<file path="config.mk">
export PLATFORM = sky130hd
export DESIGN_NAME = key_matrix_scanner
export DESIGN_NICKNAME = d
export VERILOG_FILES = /design/src/rtl/key_scan_pkg.sv /design/src/rtl/sync_fifo.sv /design/src/rtl/key_matrix_scanner.sv
export SDC_FILE = /design/constraint.sdc
export NUM_CORES = 1
export LEC_CHECK = 0
export ABC_AREA = 1
export BUFFER_PORTS_ARGS = -buffer_cell sky130_fd_sc_hd__buf_2
export CELL_PAD_IN_SITES_DETAIL_PLACEMENT = 0
export CELL_PAD_IN_SITES_GLOBAL_PLACEMENT = 1
export CORE_ASPECT_RATIO = 1.5
export CORE_MARGIN = 8
export CORE_UTILIZATION = 40
export CTS_CLUSTER_DIAMETER = 120
export CTS_CLUSTER_SIZE = 8
export DETAILED_ROUTE_END_ITERATION = 16
export GPL_TIMING_DRIVEN = 0
export MAX_ROUTING_LAYER = met4
export PLACE_DENSITY_LB_ADDON = 0.1
export SLEW_MARGIN = 0
export SYNTH_ARGS = -nofsm -noshare
export SYNTH_HDL_FRONTEND = slang
export SYNTH_SLANG_ARGS = --single-unit
export TNS_END_PERCENT = 1
</file>
<file path="constraint.sdc">
create_clock -name clk -period 6.5 [get_ports clk]
set_clock_uncertainty 0.05 [all_clocks]
set_input_delay 1.3 -clock clk [delete_from_list [all_inputs] [get_ports clk]]
set_output_delay 1.3 -clock clk [all_outputs]
set_load 0.02 [all_outputs]
</file>
<file path="src/rtl/key_scan_pkg.sv">
// rtl/key_scan_pkg.sv - scan state encoding, code-width helper and event record layout
package key_scan_pkg;

  typedef enum logic [2:0] {
    ST_IDLE,
    ST_REQ,
    ST_OFF,
    ST_SETTLE,
    ST_REL,
    ST_EVAL
  } scan_state_e;

  // Cycles with the LCD pins tri-stated before a column is driven.
  localparam int OFF_CYCLES = 2;

  // Event records are packed {press, code}: press sits just above the code field.
  function automatic int ev_press_bit(input int cw);
    return cw;
  endfunction

  // Bits needed to index n items, never less than 1.
  function automatic int clog2(input int n);
    int r;
    r = 1;
    for (int i = 1; i < 31; i++) begin
      if ((1 << i) < n) r = i + 1;
    end
    return r;
  endfunction

endpackage

</file>
<file path="src/rtl/sync_fifo.sv">
// rtl/sync_fifo.sv - first-word-fall-through FIFO; a full FIFO accepts a push when popped in the same cycle
module sync_fifo
  import key_scan_pkg::*;
#(
  parameter int WIDTH = 8,
  parameter int DEPTH = 8
) (
  input  logic             clk,
  input  logic             reset,
  input  logic [WIDTH-1:0] in_tdata,
  input  logic             in_tvalid,
  output logic             in_tready,
  output logic [WIDTH-1:0] out_tdata,
  output logic             out_tvalid,
  input  logic             out_tready
);

  localparam int AW = clog2(DEPTH);
  localparam logic [AW:0] FULL_CNT = (AW + 1)'(DEPTH);

  logic [WIDTH-1:0] mem_q [DEPTH];
  logic [WIDTH-1:0] mem_d [DEPTH];
  logic [AW-1:0]    wr_q, wr_d, rd_q, rd_d;
  logic [AW:0]      cnt_q, cnt_d;
  logic             push, pop;

  always_comb begin
    out_tvalid = (cnt_q != '0);
    out_tdata  = mem_q[rd_q];
    pop        = out_tvalid && out_tready;
    in_tready  = (cnt_q != FULL_CNT) || pop;
    push       = in_tvalid && in_tready;
    mem_d      = mem_q;
    wr_d       = wr_q;
    rd_d       = rd_q;
    cnt_d      = cnt_q;
    if (push) begin
      mem_d[wr_q] = in_tdata;
      wr_d        = wr_q + AW'(1);
    end
    if (pop) rd_d = rd_q + AW'(1);
    case ({push, pop})
      2'b10:   cnt_d = cnt_q + (AW + 1)'(1);
      2'b01:   cnt_d = cnt_q - (AW + 1)'(1);
      default: cnt_d = cnt_q;
    endcase
  end

  always_ff @(posedge clk or negedge reset) begin
    if (!reset) begin
      mem_q <= '{default: '0};
      wr_q  <= '0;
      rd_q  <= '0;
      cnt_q <= '0;
    end else begin
      mem_q <= mem_d;
      wr_q  <= wr_d;
      rd_q  <= rd_d;
      cnt_q <= cnt_d;
    end
  end

endmodule

</file>
<file path="src/rtl/key_matrix_scanner.sv">
// rtl/key_matrix_scanner.sv - keyboard matrix scanner sharing the LCD data bus
// Borrows the bus once per period, samples one column, then debounces its rows one per cycle.
module key_matrix_scanner
  import key_scan_pkg::*;
#(
  parameter int COLS       = 9,
  parameter int ROWS       = 8,
  parameter int SETTLE     = 500,
  parameter int PERIOD     = 4096,
  parameter int DEBOUNCE   = 3,
  parameter int FIFO_DEPTH = 8,
  localparam int CW        = clog2(COLS * ROWS)
) (
  input  logic                 clk,
  input  logic                 reset,
  output logic                 bus_req,
  input  logic                 bus_idle,
  output logic                 lcd_oe,
  output logic [COLS-1:0]      col_drive,
  input  logic [ROWS-1:0]      row_in,
  output logic                 ev_valid,
  input  logic                 ev_ready,
  output logic                 ev_press,
  output logic [CW-1:0]        ev_code,
  output logic [COLS*ROWS-1:0] key_down
);

  localparam int NK  = COLS * ROWS;
  localparam int CLW = clog2(COLS);
  localparam int RW  = clog2(ROWS);
  localparam int PW  = clog2(PERIOD);
  localparam int TW  = clog2(SETTLE + ROWS + OFF_CYCLES);
  localparam int PB  = ev_press_bit(CW);
  localparam logic [3:0] DB = 4'(DEBOUNCE);

  scan_state_e     state_q, state_d;
  logic [PW-1:0]   per_q, per_d;
  logic [CLW-1:0]  col_q, col_d;
  logic [TW-1:0]   tmr_q, tmr_d;
  logic [ROWS-1:0] samp_q, samp_d;
  logic [NK-1:0]   key_down_q, key_down_d;
  logic [3:0]      dcnt_q [NK];
  logic [3:0]      dcnt_d [NK];

  logic            wrap;
  logic [RW-1:0]   row;
  int              key_i;
  logic [CW-1:0]   key;
  logic            sample;
  logic [3:0]      run;
  logic            push_valid, push_ready;
  logic [CW:0]     push_data, pop_data;

  assign wrap = (per_q == PW'(PERIOD - 1));

  always_comb begin
    state_d    = state_q;
    per_d      = wrap ? '0 : per_q + PW'(1);
    col_d      = col_q;
    tmr_d      = tmr_q;
    samp_d     = samp_q;
    key_down_d = key_down_q;
    dcnt_d     = dcnt_q;
    bus_req    = 1'b0;
    lcd_oe     = 1'b1;
    col_drive  = '1;
    push_valid = 1'b0;
    push_data  = '0;
    row        = tmr_q[RW-1:0];
    key_i      = int'(col_q) * ROWS + int'(row);
    key        = CW'(key_i);
    sample     = samp_q[row];
    run        = '0;

    case (state_q)
      ST_IDLE: begin
        if (wrap) state_d = ST_REQ;
      end
      ST_REQ: begin
        bus_req = 1'b1;
        if (bus_idle) begin
          state_d = ST_OFF;
          tmr_d   = '0;
        end
      end
      ST_OFF: begin
        bus_req = 1'b1;
        lcd_oe  = 1'b0;
        tmr_d   = tmr_q + TW'(1);
        if (tmr_q == TW'(OFF_CYCLES - 1)) begin
          state_d = ST_SETTLE;
          tmr_d   = '0;
        end
      end
      ST_SETTLE: begin
        bus_req          = 1'b1;
        lcd_oe           = 1'b0;
        col_drive[col_q] = 1'b0;
        tmr_d            = tmr_q + TW'(1);
        if (tmr_q == TW'(SETTLE - 1)) begin
          samp_d  = ~row_in;
          state_d = ST_REL;
        end
      end
      ST_REL: begin
        state_d = ST_EVAL;
        tmr_d   = '0;
      end
      ST_EVAL: begin
        if (sample == key_down_q[key]) begin
          dcnt_d[key] = '0;
        end else begin
          run         = (dcnt_q[key] == DB) ? DB : dcnt_q[key] + 4'd1;
          dcnt_d[key] = run;
          // A refused push leaves the count saturated so the next scan retries it.
          if (run == DB) begin
            push_valid = 1'b1;
            push_data  = {sample, key};
            if (push_ready) begin
              key_down_d[key] = sample;
              dcnt_d[key]     = '0;
            end
          end
        end
        if (tmr_q == TW'(ROWS - 1)) begin
          state_d = ST_IDLE;
          col_d   = (col_q == CLW'(COLS - 1)) ? '0 : col_q + CLW'(1);
        end else begin
          tmr_d = tmr_q + TW'(1);
        end
      end
      default: state_d = ST_IDLE;
    endcase
  end

  always_ff @(posedge clk or negedge reset) begin
    if (!reset) begin
      state_q    <= ST_IDLE;
      per_q      <= '0;
      col_q      <= '0;
      tmr_q      <= '0;
      samp_q     <= '0;
      key_down_q <= '0;
      dcnt_q     <= '{default: '0};
    end else begin
      state_q    <= state_d;
      per_q      <= per_d;
      col_q      <= col_d;
      tmr_q      <= tmr_d;
      samp_q     <= samp_d;
      key_down_q <= key_down_d;
      dcnt_q     <= dcnt_d;
    end
  end

  sync_fifo #(
    .WIDTH(CW + 1),
    .DEPTH(FIFO_DEPTH)
  ) u_fifo (
    .clk       (clk),
    .reset     (reset),
    .in_tdata  (push_data),
    .in_tvalid (push_valid),
    .in_tready (push_ready),
    .out_tdata (pop_data),
    .out_tvalid(ev_valid),
    .out_tready(ev_ready)
  );

  assign ev_press = pop_data[PB];
  assign ev_code  = pop_data[CW-1:0];
  assign key_down = key_down_q;

endmodule
</file>
== Yosys cells after proc, flatten, opt, wreduce, memory -nomap -nowiden ==
Cells that the tools add are included.

* Register bits after elaboration: 470
* Bits in latches: 0
* Memory bits (writable): 0
* Bits in read-only memories: 0
* Input port bits: 12
* Output and inout bits: 92
* Logic and storage cells: 204
* Memories kept: 0

* $add $sub $neg: 9
* Multiply operators: 0
* Divide/modulo/power cells: 0
* Order comparisons: 10
* Eq/ne operators: 22
* Shifts and indexed selects: 0
* Muxes and demuxes: 47
* Bitwise logic cells: 9
* Reductions and logical operators: 18

{| class="wikitable"
|+ Operator list
! kind !! number
|-
| $mux 288 || 3
|-
| $and 288x288->288 || 2
|-
| $bwmux 288 || 1
|-
| $not 288->288 || 1
|-
| $bwmux 72 || 1
|-
| $bwmux 64 || 1
|-
| $mux 8 || 6
|-
| $pmux 9 s5 || 1
|-
| $mux 9 || 4
|-
| $bmux 4 s7 || 1
|-
| $demux 4 s7 || 1
|-
| $bmux 8 s3 || 1
|-
| $demux 8 s3 || 1
|-
| $mux 4 || 5
|-
| $pmux 3 s6 || 1
|-
| $mux 3 || 5
|-
| $add 12x1->12 const B || 1
|-
| $add 4x1->4 const B || 3
|-
| $eq 12x12->1 const B || 1
|-
| $mux 12 || 1
|-
| $ne 2x2->1 const B || 6
|-
| $add 9x1->9 const B || 1
|-
| $eq 9x1->1 const B || 1
|-
| $eq 9x3->1 const B || 1
|-
| other kinds (45) || 65
|}

== Logic depth before layout (Yosys ltp) ==
* Word-level depth: 14
* Mapped depth: 32
* Depth with buffers taken out: 30

== Cells and area by module ==
Synthesis repeated with hierarchy kept, for this count alone.

* Cell total of the unflattened synthesis: 3,453
* Area, all modules: 25,534.5 um^2

{| class="wikitable"
|+ Modules (own cells, without submodules)
! module !! instances !! cells each !! area each (um^2) !! seq. area each (um^2)
|-
| key_matrix_scanner || 1 || 2,937 || 21,316.7 || 9,909.5
|-
| sync_fifo || 1 || 516 || 4,217.8 || 1,851.8
|}

== Least setup slack after synthesis ==
No wires, ideal clock.

* Path type: reg-to-reg
* From: register tmr_q[0]
* To: register u_fifo.cnt_q[3]
* Library setup time: 79 ps
* Arrival: 3,691 ps
* Required time: 6,371 ps
* Setup slack: 2,680 ps
* Stages on the path, launching flop included: 30
* Path buffers: 4
* Clock period less this slack: 3,820 ps
* Cell sequence: dfrtp_1 > buf_2 > buf_4 > buf_2 > nand2_1 > nand3_1 > nand2_1 > clkinv_1 > nand4_1 > nand3_1 > nand2_1 > nand2_1 > nand3_1 > ha_1 > nand4_1 > nor2_2 > nor2_4 > nand4_1 > nor2_1 > buf_2 > inv_1 > ha_1 > nand2_1 > inv_1 > nor2_1 > nand2_1 > nor2_1 > a31oi_1 > a211oi_1 > xor2_1

* Cells in the longest elaborated chain, start to end: 14
* Elaborated cells between the ends (all ways): 22
* Those cells by class: 2 x add/sub; 5 x eq/ne; 12 x mux; 1 x bitwise; 2 x reduce/logical

{| class="wikitable"
|+ Ends and longest elaborated chain
! what !! line !! text
|-
| from (decl) || key_matrix_scanner.sv:39 || <nowiki>logic [TW-1:0] tmr_q, tmr_d;</nowiki>
|-
| from (signal assigned) || key_matrix_scanner.sv:149 || <nowiki>tmr_q <= tmr_d;</nowiki>
|-
| $add 7x3->7 || key_matrix_scanner.sv:70 || <nowiki>key_i = int'(col_q) * ROWS + int'(row);</nowiki>
|-
| $not 7->8 (not written as such) || key_matrix_scanner.sv:113 || <nowiki>run = (dcnt_q[key] == DB) ? DB : dcnt_q[key] + 4'd1;</nowiki>
|-
| $bmux 4 s7 || key_matrix_scanner.sv:113 ||
|-
| $mux 4 (not written as such) (2 in series) || key_matrix_scanner.sv:113 ||
|-
| $add 4x1->4 or $eq 4x2->1 (tied branches) || key_matrix_scanner.sv:113 ||
|-
| $mux 4 || key_matrix_scanner.sv:113 ||
|-
| $eq 4x2->1 || key_matrix_scanner.sv:116 || <nowiki>if (run == DB) begin</nowiki>
|-
| $mux 1 || key_matrix_scanner.sv:116 ||
|-
| $mux 1 * || key_matrix_scanner.sv:110 || <nowiki>if (sample == key_down_q[key]) begin</nowiki>
|-
| $mux 1 * || key_matrix_scanner.sv:75 || <nowiki>case (state_q)</nowiki>
|-
| $logic_and 1x1->1 * || sync_fifo.sv:32 || <nowiki>push = in_tvalid && in_tready;</nowiki>
|-
| $eq 2x1->1 or $eq 2x2->1 (tied branches) || sync_fifo.sv:42 || <nowiki>case ({push, pop})</nowiki>
|-
| $pmux 4 s2 or $reduce_bool 2->1 (tied branches) || -- ||
|-
| to (signal assigned) || sync_fifo.sv:59 || <nowiki>cnt_q <= cnt_d;</nowiki>
|-
| to (decl) || sync_fifo.sv:24 || <nowiki>logic [AW:0] cnt_q, cnt_d;</nowiki>
|}

Mark *: on every way between the ends. The rest lies on a longest branch, timed or not. The select of a mux whose other input is x is not followed.
A chain may end at the register's enable or synchronous reset.

== Worst setup path after layout ==
* From: register tmr_q[0]
* To: register dcnt_q[61] (netlist name)

* Cells in the longest elaborated chain, start to end: 12
* Elaborated cells between the ends (all ways): 26
* Those cells by class: 2 x add/sub; 2 x order compare; 3 x eq/ne; 14 x mux; 4 x bitwise; 1 x reduce/logical

{| class="wikitable"
|+ Ends and longest elaborated chain
! what !! line !! text
|-
| $add 7x3->7 || key_matrix_scanner.sv:70 ||
|-
| $not 7->8 (not written as such) || -- ||
|-
| $bmux 4 s7 || key_matrix_scanner.sv:113 ||
|-
| $mux 4 (not written as such) (2 in series) || key_matrix_scanner.sv:113 ||
|-
| $add 4x1->4 or $eq 4x2->1 (tied branches) || key_matrix_scanner.sv:113 ||
|-
| $mux 4 || key_matrix_scanner.sv:113 ||
|-
| $bwmux 288 || key_matrix_scanner.sv:114 || <nowiki>dcnt_d[key] = run;</nowiki>
|-
| $and 288x288->288 (no source line) || -- ||
|-
| $mux 288 || key_matrix_scanner.sv:119 || <nowiki>if (push_ready) begin</nowiki>
|-
| $mux 288 || key_matrix_scanner.sv:116 ||
|-
| $mux 288 * || key_matrix_scanner.sv:110 ||
|-
| to (signal assigned) || key_matrix_scanner.sv:152 || <nowiki>dcnt_q <= dcnt_d;</nowiki>
|-
| to (decl) || key_matrix_scanner.sv:42 || <nowiki>logic [3:0] dcnt_q [NK];</nowiki>
|}

Marks and branches as above.

==> impl_metrics.tcl <==
set metrics [dict create \
    status "complete, no violations" \
    ff2ff_setup_slack_ns 0.02 \
    synth_mux_area_share_pct 0.251 \
    crit_required_ns 6.97 \
    dieArea_sq_mm 0.0693 \
    yosys.area_share.simple_pct 31.1 \
    period_share_pct 99.8 \
    clkSinkCount 470 \
    drtIter0Drc 3029 \
    gp_congestion 1.03 \
    die_w_um 218 \
    syn_area_sq_mm 0.0244 \
    first_pass_iters 6 \
    cts_tree "built" \
    synth_fp_nets 3318 \
    yosysSeqAreaShare_pct 48.2 \
    wl_um 128000 \
    drc_errors 0 \
    holdWs_ns 0.419 \
    place_inst 4191 \
    synth_flop_cell "dfrtp_1" \
    async_flop_share_pct 100 \
    syn_inst 3293 \
    vias 25000 \
    synth-xor-area-share_pct 0.575 \
    drive_gt1_share_pct 8.78 \
    synth_cell_types 43 \
    synth_top_family_by_area "simple AND/OR/NAND/NOR gates" \
    slew_headroom_pct 3.30 \
    grt-ovfl-total 0 \
    syn_avg_cell_area_sq_um 7.40 \
    final_cell_mix "nand2_1, dfrtp_1, nor2_1, inv_1, nand3_1" \
    worstSetupStartpointType "flip-flop" \
    path_class "reg -> reg" \
    root_buffer "clkbuf_16" \
    antenna_found_initial 2 \
    rows 111 \
    ir_drop_uv 205 \
    finalSetupViolations 0 \
    grt_max_degree 118 \
    synth_warnings 0 \
    rsz0062_at_grt "false" \
    powerDensity_mw_per_mm2 239 \
    final_cells 4266 \
    worstMarginPinSlew_ns 1.45 \
    drv_cap 0 \
    viasPerCell 5.87 \
    nets 3495 \
    critical_path_arrival_ns 6.96 \
    initial_core_util_pct 40.2 \
    cp_max_fo 10 \
    grt_pass1_vias 24700 \
    io_pins 104 \
    fillers 6325 \
    synth-compound-area-share_pct 11.0 \
    hpwlAfterDp_um 95300 \
    clk_pin_slew_ns 0.05 \
    portBuffers 103 \
    ctsLongestPathBuffers 3 \
    placeableCoreArea_sq_mm 0.0607 \
    final_common_cell "nand2_1" \
    yosys_register_bits 470 \
    grt_pass1_wl_um 180000 \
    ant_nets 0 \
    cts-buffers-inserted 68 \
    synth_edf_count 0 \
    post_dp_cell_area_sq_mm 0.0260 \
    synthAdderAreaFrac_pct 0.667 \
    h-tree-depth 3 \
    post_drt_wl_per_cell_um 30.0 \
    worst_slack_ns 0.0162 \
    clk_latency_ns 0.64 \
    final_max_slew_viol_count 0 \
    cp-end-kind "flip-flop" \
    fin_crit_ns 6.48 \
    hp-class "reg -> reg" \
    gr-usage-all-layers_pct 37.4 \
    syn2layout_area_growth_pct 14.1 \
    hold_viol 0 \
    finalInstanceArea_sq_mm 0.0278 \
    p_leak_nw 13.4 \
    cts_setup_buffers 0 \
    fmax_mhz 154 \
    dieHeight_um 318 \
    power.total_w 0.00664 \
    dp_slack_ns 0.362 \
]
==> flip-flops by register name (all words and copies together) (netlist names) <==
name and cells:
state_q 3, u_fifo.rd_q 3, tmr_q 9, samp_q 8, key_down 72, dcnt_q 288
u_fifo.wr_q 3, per_q 12, col_q 4, u_fifo.mem_q 64, u_fifo.cnt_q 4
==> layer usage <==
metal	share of wire [%]	track usage, %
met5	0	-
met3	8.1	7.03
met1	36	42.2
met2	46	58.2
met4	9.4	28.8
==> metrics by stage <==
| stage | utilization [%] | setup TNS (ns) |
|---|---|---|
| CTS | 45.8 | 0 |
| global placement | 42.7 | -2785.13 |
| global route | 45.8 | 0 |
| floorplan | - | 0 |
| finish | 45.8 | 0 |
| detailed placement | 42.9 | 0 |
==> cell usage after synthesis (13+ instances only) <==
| cell | number | area (sq um) |
|---|---|---|
| o21ai_0 | 178 | 891 |
| buf_1 | 17 | 63.8 |
| dfrtp_1 | 470 | 11800 |
| inv_1 | 292 | 1100 |
| nor2_1 | 358 | 1340 |
| nand4_1 | 47 | 294 |
| clkbuf_1 | 76 | 285 |
| o22ai_1 | 166 | 1040 |
| buf_2 | 76 | 380 |
| ha_1 | 13 | 163 |
| a21oi_1 | 76 | 380 |
| o21ai_1 | 21 | 105 |
| nor3_1 | 67 | 335 |
| nand2_1 | 1027 | 3850 |
| nand3_1 | 288 | 1440 |
==> power breakdown <==
part	switching [W]	leakage, nW	internal (W)
registers	0.00000221	5.63	0.00293
clock network	0.00135	0.887	0.00192
logic	0.000369	6.87	0.0000720
total	0.00172	13.4	0.00492
==> critical path: stages (launching register included) <==
cell and delay, ns:
dfrtp_1 0.54, inv_2 0.15, buf_2 0.28, nor2_1 0.99, buf_2 0.54, a22oi_1 0.16
nand3_1 0.19, nand2_1 0.14, nand3_1 0.20, ha_1 0.21, nand4_1 0.29, nor2_1 0.17
nor2_1 0.12, nor2_1 0.85, nand2_1 0.75, buf_2 0.49, o22ai_1 0.22
==> logic make-up after synthesis <==
group / count (synthesis)
AOI/OAI and AO/OA: 478
xor gates and xnor gates: 16
DFF: 470
buffers and inverters: 491
muxes: 6
and+or+nand+nor: 1819
adders and majority gates: 13
==> what timing repair did <==
action | 4_1_cts | 5_1_grt
endpoints found under the hold margin | 0 | 0
endpoints found under the setup margin | 0 | 1
hold buffers | 0 | 0
resized for setup | 0 | 3
==> final cells by class <==
type                    count  area (sq um)  share of cell area [%]
multi-input cells        2332         10600                    38.2
flip-flops and latches    470         11800                    42.3
clock inverters             1          8.76                  0.0315
well taps                 791           990                    3.56
diodes                      2          5.00                  0.0180
inverters                 309          1160                    4.17
repair buffers            107           636                    2.28
plain buffers             182           836                    3.00
clock buffers              72          1790                    6.43
==> path summary, 6_finish.rpt <==
| kind | depth (start not counted) | start | endpoint |
|---|---|---|---|
| hold / removal | 2 | u_fifo.mem_q[11] | u_fifo.mem_q[11] |
| hold reg to reg | 2 | u_fifo.mem_q[11] | u_fifo.mem_q[11] |
| setup / recovery | 16 | tmr_q[0] | dcnt_q[61] |
| setup reg to reg | 16 | tmr_q[0] | dcnt_q[61] |
| min in group asynchronous | 1 | reset | per_q[10] |
| max in group asynchronous | 3 | reset | dcnt_q[164] |
Power figures use the tool's default switching activity.
